===== src/rtl/udma_ethernet_mc_reg_if.sv =====
// udma_ethernet_mc_reg_if
// Multi-channel configuration/status register file for the uDMA Ethernet peripheral.
//
// Ports:
//   clk_i, rst_i                  clock, synchronous active-high reset
//   cfg_*_i / cfg_data_o          APB-side register access (combinational read, no wait states)
//   cfg_rx_* / cfg_tx_* outputs   per-channel descriptors and one-cycle en/clr pulses
//   cfg_rx_* / cfg_tx_* inputs    per-channel live state (current address, bytes left, flags)
//   tx_busy_i, status_i, speed_i  MAC status for readback; tx_busy_i also gates TX enables
//   err_i                         MAC error event pulses, captured in sticky W1C bits
//   rx/tx_fcs_i, *_frame_done_i   last FCS values and frame-complete pulses
//   en_rx_o, en_tx_o              MAC enables
//   rx/tx/err_irq_o               registered interrupt levels (pending & enable)
//
// Address map: addr[5]=0 selects channel addr[4:3], offset addr[2:0].
//              addr[5:4]=2'b10 selects the global block, offset addr[3:0].
module udma_ethernet_mc_reg_if #(
    parameter int unsigned L2_AWIDTH_NOAL = 12,
    parameter int unsigned TRANS_SIZE     = 16,
    parameter int unsigned N_CH           = 2,
    parameter int unsigned CNT_WIDTH      = 16
) (
    input  logic                           clk_i,
    input  logic                           rst_i,

    input  logic [31:0]                    cfg_data_i,
    input  logic [5:0]                     cfg_addr_i,
    input  logic                           cfg_valid_i,
    input  logic                           cfg_rwn_i,
    output logic [31:0]                    cfg_data_o,
    output logic                           cfg_ready_o,

    output logic [N_CH*L2_AWIDTH_NOAL-1:0] cfg_rx_startaddr_o,
    output logic [N_CH*TRANS_SIZE-1:0]     cfg_rx_size_o,
    output logic [N_CH-1:0]                cfg_rx_continuous_o,
    output logic [N_CH-1:0]                cfg_rx_en_o,
    output logic [N_CH-1:0]                cfg_rx_clr_o,
    input  logic [N_CH-1:0]                cfg_rx_en_i,
    input  logic [N_CH-1:0]                cfg_rx_pending_i,
    input  logic [N_CH*L2_AWIDTH_NOAL-1:0] cfg_rx_curr_addr_i,
    input  logic [N_CH*TRANS_SIZE-1:0]     cfg_rx_bytes_left_i,

    output logic [N_CH*L2_AWIDTH_NOAL-1:0] cfg_tx_startaddr_o,
    output logic [N_CH*TRANS_SIZE-1:0]     cfg_tx_size_o,
    output logic [N_CH-1:0]                cfg_tx_continuous_o,
    output logic [N_CH-1:0]                cfg_tx_en_o,
    output logic [N_CH-1:0]                cfg_tx_clr_o,
    input  logic [N_CH-1:0]                cfg_tx_en_i,
    input  logic [N_CH-1:0]                cfg_tx_pending_i,
    input  logic [N_CH*L2_AWIDTH_NOAL-1:0] cfg_tx_curr_addr_i,
    input  logic [N_CH*TRANS_SIZE-1:0]     cfg_tx_bytes_left_i,

    input  logic [N_CH-1:0]                tx_busy_i,
    input  logic [7:0]                     status_i,
    input  logic [5:0]                     err_i,
    input  logic [1:0]                     speed_i,
    input  logic [31:0]                    rx_fcs_i,
    input  logic [31:0]                    tx_fcs_i,
    input  logic                           rx_frame_done_i,
    input  logic                           tx_frame_done_i,

    output logic                           en_rx_o,
    output logic                           en_tx_o,
    output logic                           rx_irq_o,
    output logic                           tx_irq_o,
    output logic                           err_irq_o
);

    localparam int unsigned AW = L2_AWIDTH_NOAL;
    localparam int unsigned TW = TRANS_SIZE;
    localparam logic [CNT_WIDTH-1:0] CntMax = '1;

    // Global register offsets
    localparam logic [3:0] GStatus  = 4'd0;
    localparam logic [3:0] GSetup   = 4'd1;
    localparam logic [3:0] GError   = 4'd2;
    localparam logic [3:0] GIrqEn   = 4'd3;
    localparam logic [3:0] GIrqPend = 4'd4;
    localparam logic [3:0] GRxFcs   = 4'd5;
    localparam logic [3:0] GTxFcs   = 4'd6;
    localparam logic [3:0] GRxCnt   = 4'd7;
    localparam logic [3:0] GTxCnt   = 4'd8;

    // ---------------------------------------------------------------------------------------
    // State
    // ---------------------------------------------------------------------------------------
    logic [N_CH*AW-1:0]   rx_saddr_q, rx_saddr_d, tx_saddr_q, tx_saddr_d;
    logic [N_CH*TW-1:0]   rx_size_q, rx_size_d, tx_size_q, tx_size_d;
    logic [N_CH-1:0]      rx_cont_q, rx_cont_d, tx_cont_q, tx_cont_d;
    logic [N_CH-1:0]      rx_en_q, rx_en_d, tx_en_q, tx_en_d;
    logic [N_CH-1:0]      rx_clr_q, rx_clr_d, tx_clr_q, tx_clr_d;
    logic                 en_rx_q, en_rx_d, en_tx_q, en_tx_d;
    logic [5:0]           err_q, err_d;
    logic [2:0]           irq_en_q, irq_en_d;
    logic [2:0]           irq_pend_q, irq_pend_d;
    logic [CNT_WIDTH-1:0] rx_cnt_q, rx_cnt_d, tx_cnt_q, tx_cnt_d;
    logic                 rx_irq_q, rx_irq_d, tx_irq_q, tx_irq_d, err_irq_q, err_irq_d;

    // ---------------------------------------------------------------------------------------
    // Access decode
    // ---------------------------------------------------------------------------------------
    logic       wr_en;
    logic       chan_sel;
    logic       glb_sel;
    logic [1:0] ch;
    logic [2:0] ch_off;
    logic [3:0] glb_off;
    logic       glb_wr;

    assign wr_en    = cfg_valid_i & ~cfg_rwn_i;
    assign chan_sel = ~cfg_addr_i[5];
    assign glb_sel  = cfg_addr_i[5] & ~cfg_addr_i[4];
    assign ch       = cfg_addr_i[4:3];
    assign ch_off   = cfg_addr_i[2:0];
    assign glb_off  = cfg_addr_i[3:0];
    assign glb_wr   = wr_en & glb_sel;

    logic unused_data;
    assign unused_data = ^cfg_data_i;

    // ---------------------------------------------------------------------------------------
    // Next-state logic
    // ---------------------------------------------------------------------------------------
    logic [5:0] err_clr;
    logic [2:0] pend_clr;
    logic [2:0] pend_set;
    logic       rx_cnt_clr, tx_cnt_clr;

    always_comb begin
        rx_saddr_d = rx_saddr_q;
        tx_saddr_d = tx_saddr_q;
        rx_size_d  = rx_size_q;
        tx_size_d  = tx_size_q;
        rx_cont_d  = rx_cont_q;
        tx_cont_d  = tx_cont_q;
        // Pulses default low so they last exactly one cycle
        rx_en_d    = '0;
        tx_en_d    = '0;
        rx_clr_d   = '0;
        tx_clr_d   = '0;

        if (wr_en && chan_sel) begin
            for (int i = 0; i < int'(N_CH); i++) begin
                if (ch == 2'(i)) begin
                    case (ch_off)
                        3'd0: rx_saddr_d[i*AW +: AW] = cfg_data_i[AW-1:0];
                        3'd1: rx_size_d[i*TW +: TW]  = cfg_data_i[TW-1:0];
                        3'd2: begin
                            rx_clr_d[i]  = cfg_data_i[6];
                            rx_en_d[i]   = cfg_data_i[4];
                            rx_cont_d[i] = cfg_data_i[0];
                        end
                        3'd3: tx_saddr_d[i*AW +: AW] = cfg_data_i[AW-1:0];
                        3'd4: tx_size_d[i*TW +: TW]  = cfg_data_i[TW-1:0];
                        3'd5: begin
                            tx_clr_d[i]  = cfg_data_i[6];
                            // A busy TX channel must not be restarted
                            tx_en_d[i]   = cfg_data_i[4] & ~tx_busy_i[i];
                            tx_cont_d[i] = cfg_data_i[0];
                        end
                        default: ;
                    endcase
                end
            end
        end

        en_rx_d  = en_rx_q;
        en_tx_d  = en_tx_q;
        irq_en_d = irq_en_q;
        if (glb_wr && glb_off == GSetup) begin
            en_rx_d = cfg_data_i[9];
            en_tx_d = cfg_data_i[8];
        end
        if (glb_wr && glb_off == GIrqEn) begin
            irq_en_d = cfg_data_i[2:0];
        end

        // Sticky bits: clear first, then OR in new events so a coincident event wins
        err_clr    = (glb_wr && glb_off == GError) ? cfg_data_i[5:0] : 6'h0;
        pend_clr   = (glb_wr && glb_off == GIrqPend) ? cfg_data_i[2:0] : 3'h0;
        pend_set   = {tx_frame_done_i, |err_i, rx_frame_done_i};
        err_d      = (err_q & ~err_clr) | err_i;
        irq_pend_d = (irq_pend_q & ~pend_clr) | pend_set;

        // Saturating frame counters; a clear coincident with a done pulse counts that frame
        rx_cnt_clr = glb_wr && glb_off == GRxCnt;
        tx_cnt_clr = glb_wr && glb_off == GTxCnt;
        rx_cnt_d   = rx_cnt_q;
        tx_cnt_d   = tx_cnt_q;
        if (rx_cnt_clr) begin
            rx_cnt_d = CNT_WIDTH'(rx_frame_done_i);
        end else if (rx_frame_done_i && rx_cnt_q != CntMax) begin
            rx_cnt_d = rx_cnt_q + 1'b1;
        end
        if (tx_cnt_clr) begin
            tx_cnt_d = CNT_WIDTH'(tx_frame_done_i);
        end else if (tx_frame_done_i && tx_cnt_q != CntMax) begin
            tx_cnt_d = tx_cnt_q + 1'b1;
        end

        // Interrupt levels follow the registered pending/enable state one cycle later
        rx_irq_d  = irq_pend_q[0] & irq_en_q[0];
        err_irq_d = irq_pend_q[1] & irq_en_q[1];
        tx_irq_d  = irq_pend_q[2] & irq_en_q[2];
    end

    // ---------------------------------------------------------------------------------------
    // State registers
    // ---------------------------------------------------------------------------------------
    always_ff @(posedge clk_i) begin
        if (rst_i) begin
            rx_saddr_q <= '0;
            tx_saddr_q <= '0;
            rx_size_q  <= '0;
            tx_size_q  <= '0;
            rx_cont_q  <= '0;
            tx_cont_q  <= '0;
            rx_en_q    <= '0;
            tx_en_q    <= '0;
            rx_clr_q   <= '0;
            tx_clr_q   <= '0;
            en_rx_q    <= 1'b0;
            en_tx_q    <= 1'b0;
            err_q      <= '0;
            irq_en_q   <= '0;
            irq_pend_q <= '0;
            rx_cnt_q   <= '0;
            tx_cnt_q   <= '0;
            rx_irq_q   <= 1'b0;
            tx_irq_q   <= 1'b0;
            err_irq_q  <= 1'b0;
        end else begin
            rx_saddr_q <= rx_saddr_d;
            tx_saddr_q <= tx_saddr_d;
            rx_size_q  <= rx_size_d;
            tx_size_q  <= tx_size_d;
            rx_cont_q  <= rx_cont_d;
            tx_cont_q  <= tx_cont_d;
            rx_en_q    <= rx_en_d;
            tx_en_q    <= tx_en_d;
            rx_clr_q   <= rx_clr_d;
            tx_clr_q   <= tx_clr_d;
            en_rx_q    <= en_rx_d;
            en_tx_q    <= en_tx_d;
            err_q      <= err_d;
            irq_en_q   <= irq_en_d;
            irq_pend_q <= irq_pend_d;
            rx_cnt_q   <= rx_cnt_d;
            tx_cnt_q   <= tx_cnt_d;
            rx_irq_q   <= rx_irq_d;
            tx_irq_q   <= tx_irq_d;
            err_irq_q  <= err_irq_d;
        end
    end

    // ---------------------------------------------------------------------------------------
    // Read mux (combinational, side-effect free)
    // ---------------------------------------------------------------------------------------
    always_comb begin
        cfg_data_o = 32'h0;
        if (chan_sel) begin
            for (int i = 0; i < int'(N_CH); i++) begin
                if (ch == 2'(i)) begin
                    case (ch_off)
                        3'd0: cfg_data_o = 32'(cfg_rx_curr_addr_i[i*AW +: AW]);
                        3'd1: cfg_data_o = 32'(cfg_rx_bytes_left_i[i*TW +: TW]);
                        3'd2: cfg_data_o = {26'h0, cfg_rx_pending_i[i], cfg_rx_en_i[i], 3'h0,
                                            rx_cont_q[i]};
                        3'd3: cfg_data_o = 32'(cfg_tx_curr_addr_i[i*AW +: AW]);
                        3'd4: cfg_data_o = 32'(cfg_tx_bytes_left_i[i*TW +: TW]);
                        3'd5: cfg_data_o = {26'h0, cfg_tx_pending_i[i], cfg_tx_en_i[i], 3'h0,
                                            tx_cont_q[i]};
                        default: ;
                    endcase
                end
            end
        end else if (glb_sel) begin
            case (glb_off)
                GStatus:  cfg_data_o = {16'h0, 4'(tx_busy_i), 2'h0, speed_i, status_i};
                GSetup:   cfg_data_o = {22'h0, en_rx_q, en_tx_q, 8'h0};
                GError:   cfg_data_o = {26'h0, err_q};
                GIrqEn:   cfg_data_o = {29'h0, irq_en_q};
                GIrqPend: cfg_data_o = {29'h0, irq_pend_q};
                GRxFcs:   cfg_data_o = rx_fcs_i;
                GTxFcs:   cfg_data_o = tx_fcs_i;
                GRxCnt:   cfg_data_o = 32'(rx_cnt_q);
                GTxCnt:   cfg_data_o = 32'(tx_cnt_q);
                default:  ;
            endcase
        end
    end

    // ---------------------------------------------------------------------------------------
    // Outputs
    // ---------------------------------------------------------------------------------------
    assign cfg_ready_o         = 1'b1;
    assign cfg_rx_startaddr_o  = rx_saddr_q;
    assign cfg_tx_startaddr_o  = tx_saddr_q;
    assign cfg_rx_size_o       = rx_size_q;
    assign cfg_tx_size_o       = tx_size_q;
    assign cfg_rx_continuous_o = rx_cont_q;
    assign cfg_tx_continuous_o = tx_cont_q;
    assign cfg_rx_en_o         = rx_en_q;
    assign cfg_tx_en_o         = tx_en_q;
    assign cfg_rx_clr_o        = rx_clr_q;
    assign cfg_tx_clr_o        = tx_clr_q;
    assign en_rx_o             = en_rx_q;
    assign en_tx_o             = en_tx_q;
    assign rx_irq_o            = rx_irq_q;
    assign tx_irq_o            = tx_irq_q;
    assign err_irq_o           = err_irq_q;

endmodule


===== config.mk =====
export PLATFORM = sky130hd
export DESIGN_NAME = udma_ethernet_mc_reg_if
export DESIGN_NICKNAME = d
export VERILOG_FILES = /design/src/rtl/udma_ethernet_mc_reg_if.sv
export SDC_FILE = /design/constraint.sdc
export NUM_CORES = 1
export LEC_CHECK = 0
export BUFFER_PORTS_ARGS = -buffer_cell sky130_fd_sc_hd__buf_2
export CAP_MARGIN = 25
export CORE_ASPECT_RATIO = 0.5
export CORE_MARGIN = 10
export CORE_UTILIZATION = 40
export DETAILED_ROUTE_END_ITERATION = 8
export PLACE_DENSITY_LB_ADDON = 0.08
export SKIP_CTS_REPAIR_TIMING = 1
export SLEW_MARGIN = 40
export SYNTH_ARGS = -nofsm -noshare
export SYNTH_HDL_FRONTEND = slang
export SYNTH_SLANG_ARGS = --single-unit

===== constraint.sdc =====
create_clock -name clk_i -period 4.75 [get_ports clk_i]
set_input_delay 0.2375 -clock clk_i [delete_from_list [all_inputs] [get_ports clk_i]]
set_output_delay 0.2375 -clock clk_i [all_outputs]
set_load 0.02 [all_outputs]

==> reports/summary.txt, run 1 <==
Status: complete, no violations
DRC Markers: 0
Setup crit start kind: primary input
GR Util met1: 0.320
Clock transition at path regs: 70 ps
RSZ-0062 raised after global routing: false
Clk_lat worst skew: 440 ps
Crit path largest cell delay: 560 ps
Cell breakdown of the critical path: buf_2 > buf_4 > nor2_1 > a22oi_1 > nor2_1 > a2111oi_0 > o22ai_1 > buf_2
GRT Util Overall: 0.260
Xor/xnor share of the synthesized area: 0.0207
Simple-gate share of the synthesized area: 0.259
# rows: 38
# nets final: 1721
Critical path's top delay family: compound AO/OA/AOI/OAI gates
Post-layout power: 3440 uW
Max-slew violations: 0
Drt pass-1 iters: 6
Vias: 9931
Hold Path Depth: 3
TritonCTS buffer count: 17
Met2 GRT Util: 0.447
Core Area: 0.0218 mm2
Clock Sink Count: 173
Largest net degree at the start of global routing: 81
Die outline width: 231 um
Starting Density: 0.408
Worst-case reg-to-reg path depth: 6
Post-synthesis adder-cell area fraction: 0.00281
Clock Power Share: 0.456
Skew final: 5.33 ps
Post-synth ARST share: 0
Max Fclk: 0.353 GHz
Die ar.: 0.0290 mm2
Crit-path slowest cell: a2111oi_0
Vias in the first global route: 9596
Worst-path fanout max: 23
CTS tree: built
Leakage power: 0.00491 uW
Synth Flop Type: dfxtp_1
Critical path class: primary input to output port
Largest area contributor in the netlist: dfxtp_1
Post-synthesis mux area share: 0.0639
Initial antenna violation count: 3
IO Port Bufs: 390
Root Buffer: clkbuf_16
Detailed Route WL: 39700 um
Area of placed instances: 0.0109 mm2
Mapped Cells: 1152
Setup tns final: 0 ps
DP HPWL: 30100 um
Reg2reg end: tx_cnt_q[2]
Worst hold start: err_i[3]
Mapped Nets: 1400
Overflow after GRT: 0
Worst hold path endpoint: err_q[3]
Max-cap violation count: 0
Routed Antenna Nets: 0
Logic gate share of total power: 0.117
Hold slack: 31.6 ps
H-tree depth: 4
DP Cell Count: 1754
Switching part of the total power: 0.265
P_sw: 911 uW
Arrival time worst endpoint: 2600 ps
Flop-to-flop setup slack: 2740 ps
Syn. warnings: 0
Worst path bufs/invs: 3
Peak supply drop: 0.230 mV
Slew @ Worst Pin: 797 ps
Share of layout cells above drive strength 1: 0.319
Synth area leaders: dfxtp_1 (39%), nand2_1 (10%), a21oi_1 (8.2%)
Routed vias/inst: 5.55
Mapped cell area: 0.00889 mm2
Met3 GRT Util: 0.0623
First-pass GRT wire length: 59000 um
Final Hold Fails: 0
Period utilization: 0.597
Syn_area_per_cell: 7.72 um2
CTS Buffer Depth: 2
PwrDens: 298 mW/mm2
Final instance area: 0.0115 mm2
Chip Height: 125 um
Post-synth EDFFs: 0
Critical path endpoint category: output port
Area Overhead vs Synth: 29.8%
Synth cell types: 70
Synth top area share: 0.389
Pint: 2530 uW
Minimum clock period: 2840 ps
Slew margin rel.: 0.467
Seq cells post-synth: 173
CP Data Required Time: 4510 ps
Synth Area in Compound Gates: 0.206
Num ports: 408
Largest family of logic cells by synthesized area: simple AND/OR/NAND/NOR gates
Final GP Congestion: 0.953
First DRT Iteration DRCs: 1051
Global route hottest layer: met2
Non-Filler Instances: 1789
RR Startpoint: tx_cnt_q[0]
Sequential power share: 0.427
Setup Viol. Count Final: 0
WL/cell: 22.2 um
Hold Crit Class: primary input to flip-flop
Post-synthesis sequential area ratio: 0.389
==> cell usage in the layout (no fill, tap or decap), types with 4 or more instances in the layout <==
cell / instances
buf_2: 387
a31oi_1: 8
nor2b_1: 7
nand2b_1: 9
o211ai_1: 5
clkbuf_16: 17
o22ai_1: 16
xnor2_1: 8
a32oi_1: 9
nor3_1: 10
o21ai_0: 20
and2_1: 4
bufinv_16: 4
nor2_1: 88
a211oi_1: 5
a21oi_1: 145
nand2_1: 240
o221ai_1: 5
nand4_1: 10
a221oi_1: 5
nand3_1: 75
nor4_1: 5
mux2_2: 12
and3_1: 7
dfxtp_1: 173
xor2_1: 13
buf_4: 15
a22oi_1: 57
nor2_2: 4
and4_1: 5
inv_1: 5
mux2i_1: 41
==> cells in the mapped netlist (all sizes together) (8+ instances only) <==
| library cell | n |
|---|---|
| mux2i | 42 |
| o22ai | 16 |
| a31oi | 8 |
| nand2b | 9 |
| a22oi | 57 |
| nand2 | 240 |
| clkbuf | 40 |
| dfxtp | 173 |
| o21ai | 21 |
| xor2 | 13 |
| buf | 61 |
| nor2 | 93 |
| nand4 | 11 |
| xnor2 | 8 |
| nand3 | 75 |
| a32oi | 9 |
| mux2 | 12 |
| nor2b | 8 |
| nor3 | 15 |
| a21oi | 146 |
| nor4 | 8 |
| and3 | 8 |
==> stage by stage <==
stage | utilization | setup slack (ps)
floorplan | - | 2820
global placement | 0.497 | 1840
detailed placement | 0.499 | 1790
CTS | 0.529 | 1790
global route | 0.530 | 1870
finish | 0.530 | 1910
==> worst max path at each step <==
| stage | cells after the start | start | slack, ps | endpoint |
|---|---|---|---|---|
| after detailed placement | 6 | cfg_addr_i[3] | 1790 | cfg_data_o[5] |
| after CTS | 6 | cfg_addr_i[3] | 1790 | cfg_data_o[5] |
| after floorplan | 8 | cfg_addr_i[1] | 2820 | cfg_data_o[8] |
| after global placement | 7 | cfg_addr_i[0] | 1840 | cfg_data_o[3] |
| final | 8 | cfg_addr_i[2] | 1910 | cfg_data_o[2] |
| after global routing | 8 | cfg_addr_i[2] | 1870 | cfg_data_o[2] |
==> kinds of logic after synthesis <==
logic type,after synthesis
AND/OR/NAND/NOR,498
XOR/XNOR,21
multiplexers,54
flip-flops,173
buffers and inverters,106
other,1
AO/OA/AOI/OAI,297
adder cells (fa/ha/maj),2
==> worst reg2reg max path, stage by stage, from the launching register on <==
cell     delay [ps]
dfxtp_1         450
ha_1            250
nand3_1         130
nor3_2          500
nand2_1         200
and4_1          250
nor3_1          160
==> state kept, by name, indices dropped and copies added, names as in the netlist, 2 cells and up <==
| register | cells |
|---|---|
| cfg_rx_size_o | 32 |
| cfg_tx_size_o | 32 |
| cfg_rx_startaddr_o | 24 |
| cfg_tx_startaddr_o | 24 |
| rx_cnt_q | 16 |
| tx_cnt_q | 16 |
| err_q | 6 |
| irq_en_q | 3 |
| irq_pend_q | 3 |
| cfg_rx_clr_o | 2 |
| cfg_rx_continuous_o | 2 |
| cfg_rx_en_o | 2 |
| cfg_tx_clr_o | 2 |
| cfg_tx_continuous_o | 2 |
| cfg_tx_en_o | 2 |
==> power by group through the flow <==
stage	sequential, uW	combinational [uW]	clock, uW
2_1_floorplan	1500	210	0
3_3_place_gp	1500	386	0
3_5_place_dp	1500	394	0
4_1_cts	1470	396	1590
5_1_grt	1470	429	1660
6_report	1470	401	1570
==> per-layer routing <==
layer  part of all wire  routed length [um]  up-vias
met5                  0                   0        -
met4              0.018                 733        0
met3              0.070                2800       49
met2               0.50               19700      383
met1               0.42               16500     4774
li1                   -                   -     4725
==> area by class of cell <==
cell class	instances	area (um2)
diodes	3	7.51
clock buffers	18	439
clock inverters	14	228
fillers	2170	10200
inverters	5	18.8
multi-input cells	873	4950
flip-flops and latches	173	3460
well taps	300	375
repair buffers	403	2060
No activity file was read; power rests on OpenSTA's default activity.
==> run 2, diff against run 1 <==
--- a/config.mk
+++ b/config.mk
@@ -5,6 +5,7 @@
 export SDC_FILE = /design/constraint.sdc
 export NUM_CORES = 1
 export LEC_CHECK = 0
+export ABC_AREA = 1
 export BUFFER_PORTS_ARGS = -buffer_cell sky130_fd_sc_hd__buf_2
 export CAP_MARGIN = 25
 export CORE_ASPECT_RATIO = 0.5
==> constraint.sdc (replaced) <==
create_clock -name clk_i -period 2.7 [get_ports clk_i]
set_input_delay 0.135 -clock clk_i [delete_from_list [all_inputs] [get_ports clk_i]]
set_output_delay 0.135 -clock clk_i [all_outputs]
set_load 0.02 [all_outputs]
==> reports/summary.txt, run 2 <==
RSZ-0062 raised after global routing: false
H-tree depth: 4
Cell breakdown of the critical path: buf_2 > nor2_4 > nand2_4 > inv_2 > nand2_1 > o21ai_0 > o21ai_0 > nand2_1 > buf_2
Commonest cells after routing, fill and taps aside: nand2_1 (478), buf_2 (390), nor2_1 (203)
Post-synthesis sequential area ratio: 0.379
Post-synth EDFFs: 0
Seq cells post-synth: 173
First-pass GRT wire length: 60300 um
Critical path class: primary input to output port
Setup Viol. Count Final: 0
Clock Sink Count: 173
Mapped Cells: 1444
Minimum clock period: 2290 ps
Synth area leaders: dfxtp_1 (38%), nand2_1 (20%), nor2_1 (8.4%)
Chip Height: 127 um
Global route hottest layer: met2
Setup tns final: 0 ps
Final Hold Fails: 2
Peak supply drop: 0.595 mV
PwrDens: 485 mW/mm2
Drt pass-1 iters: 8
Clock transition at path regs: 70 ps
DRC Markers: 0
Leakage power: 0.00600 uW
GR Util met1: 0.322
Crit path largest cell delay: 340 ps
Critical path's top delay family: simple AND/OR/NAND/NOR gates
Root Buffer: clkbuf_16
Final GP Congestion: 0.941
Critical path endpoint category: output port
Share of layout cells above drive strength 1: 0.266
Detailed Route WL: 40900 um
Met3 GRT Util: 0.0636
Hold slack: -19.0 ps
Synth top area share: 0.379
First DRT Iteration DRCs: 858
TritonCTS buffer count: 17
Max-slew violations: 0
Top-count cell post-synth: nand2_1
DP HPWL: 32000 um
Die outline width: 234 um
# rows: 38
Routed vias/inst: 5.08
CTS Buffer Depth: 2
# nets final: 2053
Post-synth ARST share: 0
Synth cell count leaders: nand2_1 (478), nor2_1 (204), dfxtp_1 (173), o21ai_0 (151), a21oi_1 (118)
Core Area: 0.0221 mm2
Max-cap violation count: 0
Failing checks: hold timing
Initial antenna violation count: 3
Area Overhead vs Synth: 30.5%
CTS tree: built
Mapped cell area: 0.00913 mm2
CP Data Required Time: 2570 ps
Crit-path slowest cell: nor2_4
Largest area contributor in the netlist: dfxtp_1
Overflow after GRT: 0
Clk_lat worst skew: 440 ps
Slew @ Worst Pin: 620 ps
Commonest non-fill, non-tap cell in the layout: nand2_1
Slew margin rel.: 0.585
Setup crit start kind: primary input
Synth Flop Type: dfxtp_1
DP Cell Count: 2075
Die ar.: 0.0296 mm2
WL/cell: 19.3 um
Num ports: 408
GRT Util Overall: 0.261
Starting Density: 0.414
Skew final: 14.0 ps
Final instance area: 0.0119 mm2
Period utilization: 0.849
Area of placed instances: 0.0112 mm2
Largest net degree at the start of global routing: 108
Max Fclk: 0.436 GHz
Syn_area_per_cell: 6.32 um2
Vias in the first global route: 10.3k
Vias: 10.8k
Syn. warnings: 0
Routed Antenna Nets: 0
Status: complete, but fails checks
Arrival time worst endpoint: 2160 ps
Synth cell types: 37
Met2 GRT Util: 0.447
Worst path bufs/invs: 3
IO Port Bufs: 390
Non-Filler Instances: 2121
Worst-path fanout max: 21
Hold Crit Class: primary input to flip-flop
Mapped Nets: 1692
[run 2: changes by cell type after synthesis, moves of 13 or more]
cell	change
nand3_1	-19
nand2_1	+238
o21ai_1	+13
o21ai_0	+131
a21oi_1	-28
a22oi_1	-57
clkbuf_1	-20
nor2_1	+112
inv_1	+69
mux2i_1	-41
[run 2: per-stage QoR]
stage	power (uW)	worst slack, ps	util
detailed placement	3280	427	0.507
finish	5780	409	0.540
global placement	3270	470	0.507
floorplan	2970	1160	-
global route	5980	172	0.540
CTS	5800	405	0.535
[run 2: power by group]
part / internal (uW) / switching (uW)
Combinational: 235 / 414
Sequential: 2570 / 19.7
Clock: 1350 / 1180
[run 2: path summary, 6_finish.rpt]
kind                      start              to  slack [ps]  depth (start not counted)
setup / recovery  cfg_addr_i[0]  cfg_data_o[13]         410                          9
hold / removal         err_i[1]        err_q[1]         -20                          3
setup reg to reg    tx_cnt_q[0]    tx_cnt_q[15]         550                          9
hold reg to reg     irq_en_q[0]        rx_irq_o         460                          2
[run 2: logic make-up after synthesis]
group,Yosys count,synth area share
AND/OR/NAND/NOR,801,0.363
AO/OA/AOI/OAI,290,0.160
other,1,0.000411
XOR/XNOR,11,0.0106
flip-flops,173,0.379
buffers and inverters,166,0.0841
adder cells (fa/ha/maj),2,0.00274
[run 2: layout make-up]
type,count,area (um2)
Antenna cell,3,7.51
Clock buffer,18,439
Clock inverter,14,178
Fill cell,2280,10100
Inverter,90,340
Multi-Input combinational cell,1105,4900
Sequential cell,173,3460
Tap cell,300,375
Timing Repair Buffer,418,2210
[run 2: routing by layer]
metal | routed length, um | up-vias
li1 | - | 5351
met2 | 19800 | 396
met3 | 3440 | 42
met4 | 612 | 0
met5 | 0 | -
met1 | 17000 | 4978
[run 2: worst reg2reg max path, delay by kind of cell, from the launching register on]
kind | cells | cell delay, ps
AND/OR/NAND/NOR | 5 | 740
flip-flops | 1 | 430
buffers and inverters | 2 | 430
adder cells (fa/ha/maj) | 1 | 320
AO/OA/AOI/OAI | 1 | 160
